[src/rtl/sdram_slot_arbiter.sv]
// Slot arbiter for a shared SDRAM: each access slot goes to chip DMA, refresh or one of
// four round-robin requesters; a watchdog reclaims slots whose access never reports done.
module sdram_slot_arbiter #(
    parameter int REFRESH_INTERVAL = 890,
    parameter int WATCHDOG         = 63
) (
    input  logic       sysclk,
    input  logic       reset_n,
    input  logic       slot_strobe,
    input  logic       chip_slot,
    input  logic       chip_req,
    input  logic [3:0] req,
    input  logic       done,
    output logic [3:0] grant,
    output logic       grant_chip,
    output logic       refresh_go,
    output logic       busy,
    output logic       slot_miss,
    output logic       wd_err,
    output logic [1:0] dbg_state
);

    localparam int RW = (REFRESH_INTERVAL > 1) ? $clog2(REFRESH_INTERVAL) : 1;
    localparam int WW = (WATCHDOG > 1) ? $clog2(WATCHDOG) : 1;
    localparam logic [RW-1:0] REF_RELOAD = RW'(REFRESH_INTERVAL - 1);
    localparam logic [RW-1:0] REF_ONE    = RW'(1);
    localparam logic [WW-1:0] WD_LAST    = WW'(WATCHDOG - 1);
    localparam logic [WW-1:0] WD_ONE     = WW'(1);

    typedef enum logic [1:0] {
        S_IDLE    = 2'd0,
        S_CHIP    = 2'd1,
        S_REQ     = 2'd2,
        S_REFRESH = 2'd3
    } state_t;

    state_t        r_state;
    logic [1:0]    r_rr;
    logic          r_ref_pend;
    logic [RW-1:0] r_ref_cnt;
    logic [WW-1:0] r_wd_cnt;

    logic       w_ref_expire;
    logic       w_found;
    logic [1:0] w_winner;

    assign w_ref_expire = (r_ref_cnt == '0);
    assign dbg_state    = r_state;

    // Round-robin pick: first set req bit at or above r_rr, wrapping mod 4.
    always_comb begin
        w_found  = 1'b0;
        w_winner = r_rr;
        for (int i = 0; i < 4; i++) begin
            if (!w_found && req[r_rr + 2'(i)]) begin
                w_found  = 1'b1;
                w_winner = r_rr + 2'(i);
            end
        end
    end

    always_ff @(posedge sysclk or negedge reset_n) begin
        if (!reset_n) begin
            r_state    <= S_IDLE;
            r_rr       <= 2'd0;
            r_ref_pend <= 1'b0;
            r_ref_cnt  <= REF_RELOAD;
            r_wd_cnt   <= '0;
            grant      <= 4'b0000;
            grant_chip <= 1'b0;
            refresh_go <= 1'b0;
            busy       <= 1'b0;
            slot_miss  <= 1'b0;
            wd_err     <= 1'b0;
        end else begin
            slot_miss <= 1'b0;
            wd_err    <= 1'b0;
            r_ref_cnt <= w_ref_expire ? REF_RELOAD : (r_ref_cnt - REF_ONE);

            case (r_state)
                S_IDLE: begin
                    if (slot_strobe) begin
                        r_wd_cnt <= '0;
                        if (chip_slot && chip_req) begin
                            r_state    <= S_CHIP;
                            grant_chip <= 1'b1;
                            busy       <= 1'b1;
                        end else if (r_ref_pend) begin
                            r_state    <= S_REFRESH;
                            refresh_go <= 1'b1;
                            busy       <= 1'b1;
                            r_ref_pend <= 1'b0;
                        end else if (w_found) begin
                            r_state <= S_REQ;
                            grant   <= 4'b0001 << w_winner;
                            busy    <= 1'b1;
                            r_rr    <= w_winner + 2'd1;
                        end
                    end
                end
                default: begin
                    // A strobe during any grant, even one closed by done this cycle, is lost.
                    slot_miss <= slot_strobe;
                    if (done || (r_wd_cnt == WD_LAST)) begin
                        r_state    <= S_IDLE;
                        grant      <= 4'b0000;
                        grant_chip <= 1'b0;
                        refresh_go <= 1'b0;
                        busy       <= 1'b0;
                        if (!done) begin
                            wd_err <= 1'b1;
                            if (r_state == S_REFRESH) r_ref_pend <= 1'b1;
                        end
                    end else begin
                        r_wd_cnt <= r_wd_cnt + WD_ONE;
                    end
                end
            endcase

            // A fresh expiry wins over the clear on refresh entry so it is not dropped.
            if (w_ref_expire) r_ref_pend <= 1'b1;
        end
    end

endmodule
[config.mk]
export PLATFORM = sky130hd
export DESIGN_NAME = sdram_slot_arbiter
export DESIGN_NICKNAME = d
export VERILOG_FILES = /design/src/rtl/sdram_slot_arbiter.sv
export SDC_FILE = /design/constraint.sdc
export NUM_CORES = 1
export LEC_CHECK = 0
export ABC_AREA = 1
export CORE_ASPECT_RATIO = 0.7
export CORE_MARGIN = 1.5
export CORE_UTILIZATION = 61
export DETAILED_ROUTE_END_ITERATION = 8
export PLACE_DENSITY = 0.89
export SLEW_MARGIN = 20
export SYNTH_ARGS = -nofsm -noshare
export SYNTH_HDL_FRONTEND = slang
export SYNTH_SLANG_ARGS = --single-unit
[constraint.sdc]
create_clock -name sysclk -period 5 [get_ports sysclk]
set_input_delay 0.5 -clock sysclk [delete_from_list [all_inputs] [get_ports sysclk]]
set_output_delay 0.5 -clock sysclk [all_outputs]
set_load 0.05 [all_outputs]
==> metrics.txt <==
outcome complete, no violations; total global routing overflow 0; Fin. Hold Viols 0; R2R Path Start r_rr[0]; Die Area 3567 um2; Syn Nets 257; R2R setup slack 2680 ps; WP data required 5230 ps; Post-Synthesis Cells 240; diode count 0; syn avg cell area 8.164 um2; Setup violations, final 0; Clock Latency Late Sink 290 ps; share of layout cells above drive strength 1 0.2097; first-pass GRT wire length 6858 um; Final min period 2324 ps; H-tree Lvls 2; Placed Cells 295; Routed WL 4003 um; vias after detailed routing 1,672; number of nets in the layout 283; IO Port Bufs 20; Setup Skew 8.747 ps; largest fanout on the critical path 11; Max clock buf depth 2; worst vdd ir 595.6 uV; Mapped Area 1959 um2; critical path class flip-flop to flip-flop; total clock sinks 30; Synth-to-Final Area Change 16.41%; unrepaired setup endpoints after global routing false; Pwr Density 576.0 nW/um2; Resized cells post-CTS 0; post-route ant nets 0; Yosys cell types 30; # DRC 0; Least-Margin Pin Slew 523.0 ps; vias per cell 5.518; Final Max Tran Viols 0; Final Cycle Share 0.4647; Total GRT Usage 0.2517; initial core utilization 0.6704; die width 70.74 um; Reg clk slew, reported paths 70 ps; crit path launch type flip-flop; HP Class flip-flop to flip-flop; Leak 0.001184 uW; CTS root buf clkbuf_8; largest net degree at the start of global routing 31; CP arrival 2550 ps; drt first pass iters 4; drt wl/cell 13.21 um; hold-fix buffers at CTS 0; core area 2923 um2; multi-input combinational cell area 1031 um2; worst hold start r_ref_cnt[0]; CTS Buf Count 5; sequential cell area 759.5 um2; slew margin rel. 0.6502; I/O pins 21; Final GP Congestion 0.8634; Initial DRC Count 147; CTS tree yes; Achievable Freq 430.4 MHz; Max Cap Viol 0; setup TNS 0 ps; dpl hpwl 3056 um; Setup Buffers After CTS 0; Crit. End Element flip-flop; yosys warns 0; Non-Filler Instances 303; fill count 198; row count 16; register area share after synthesis 0.3876; initial antenna violation count 0; CP startpoint r_rr[0]; Die Span Y 50.42 um; number of global-route vias before repair 1,514; register bit total from synthesis 30
==> through the flow <==
step / total power, uW / setup WS [ps] / cell area (um2) / util / hold WS [ps]
after floorplan: 953.5 / 3221 / 1959 / - / 204.4
after global placement: 1082 / 2645 / 2190 / 0.7491 / 450.3
after detailed placement: 1112 / 2576 / 2190 / 0.7491 / 452.4
after CTS: 1314 / 2691 / 2281 / 0.7804 / 470.1
after global routing: 1417 / 2463 / 2281 / 0.7804 / 491.5
final: 1314 / 2676 / 2281 / 0.7804 / 466.4
==> per-layer routing <==
| metal | GRT usage | routed length (um) | part of all wire | vias up |
|---|---|---|---|---|
| met1 | 0.3471 | 1906 | 0.48 | 785 |
| met2 | 0.3941 | 1765 | 0.44 | 60 |
| li1 | - | - | - | 821 |
| met4 | 0.05660 | 36 | 0.0090 | 0 |
| met3 | 0.07631 | 296 | 0.074 | 6 |
| met5 | 0 | 0 | 0 | - |
==> flip-flops by register name, indices dropped and copies added, names as in the netlist <==
register    flops
dbg_state       2
wd_err          1
grant           4
grant_chip      1
r_ref_cnt      10
refresh_go      1
r_rr            2
r_ref_pend      1
busy            1
r_wd_cnt        6
slot_miss       1
==> area by class of cell <==
cell class                      instances  area share
Clock buffer                            7     0.03785
Inverter                               37     0.06418
Sequential cell                        30      0.3330
Multi-Input combinational cell        171      0.4520
Timing Repair Buffer                   21     0.09106
Tap cell                               36     0.01975
Clock inverter                          1    0.002194
==> power by group <==
part / total, uW / switching [uW] / internal, uW
clock network: 202 / 91.4 / 111
logic: 759 / 514 / 245
registers: 353 / 65.5 / 287
total: 1310 / 671 / 643
==> logic make-up after synthesis <==
| family | synth area share |
|---|---|
| mux | 0.005109 |
| flops | 0.3876 |
| fa+ha+maj | 0.04470 |
| simple gates | 0.4055 |
| buf+inv | 0.08621 |
| compound gates | 0.04853 |
| xor+xnor | 0.02235 |
==> placed cells by master (no fill, tap or decap) <==
master / netlist / layout
nand3b_1: 1 / 1
a31oi_1: 1 / 1
o31ai_1: 2 / 2
buf_4: 0 / 1
nand3_4: 1 / 1
dfrtp_1: 23 / 23
mux2i_1: 1 / 1
nand2_2: 15 / 15
xor2_1: 4 / 4
dfstp_2: 7 / 7
ha_1: 7 / 7
nor2_1: 14 / 14
clkdlybuf4s50_1: 0 / 20
nor2_8: 2 / 2
clkbuf_8: 0 / 6
nand2_4: 8 / 8
clkbuf_1: 0 / 1
nand4_1: 14 / 14
inv_6: 1 / 1
xnor2_1: 1 / 1
nor2_4: 1 / 1
o21ai_0: 10 / 10
nor2_2: 1 / 1
clkinv_2: 0 / 1
nand3_1: 15 / 15
inv_4: 1 / 1
nand4_4: 1 / 1
inv_1: 31 / 31
o21ai_2: 1 / 1
nand2_1: 59 / 59
inv_2: 4 / 4
nor3_1: 4 / 4
nand3_2: 5 / 5
a21oi_1: 3 / 3
==> final timing paths <==
check,to,cells past startpoint
max,grant[0],15
min,r_ref_cnt[0],1
max reg2reg,grant[0],15
min reg2reg,r_ref_cnt[0],1
max in group asynchronous,r_ref_cnt[0],2
min in group asynchronous,grant[1],2
==> synthesized netlist by cell type (all sizes together) <==
cell    instances  area share
nor3            4       0.010
nand3          21       0.073
nand2          82        0.21
dfstp           7       0.094
a31oi           1      0.0032
mux2i           1      0.0051
nor2           18       0.056
xnor2           1      0.0045
nand4          15       0.056
nand3b          1      0.0038
ha              7       0.045
xor2            4       0.018
a21oi           3      0.0077
inv            37       0.075
o31ai           2      0.0077
o21ai          11       0.030
buf             2       0.011
dfrtp          23        0.29
==> critical path: stages (launching register included) <==
cell     delay, ps
dfrtp_1        660
inv_2          180
nand2_1        140
nand2_4         80
nand2_4         80
nand2_4         70
nor2_8         160
nand2_2         70
nand3_1         90
nand3_1         90
o21ai_0        130
ha_1           210
inv_1           40
nor2_1         100
nand4_1        100
nand2_1         80
Power figures use the tool's default switching activity.
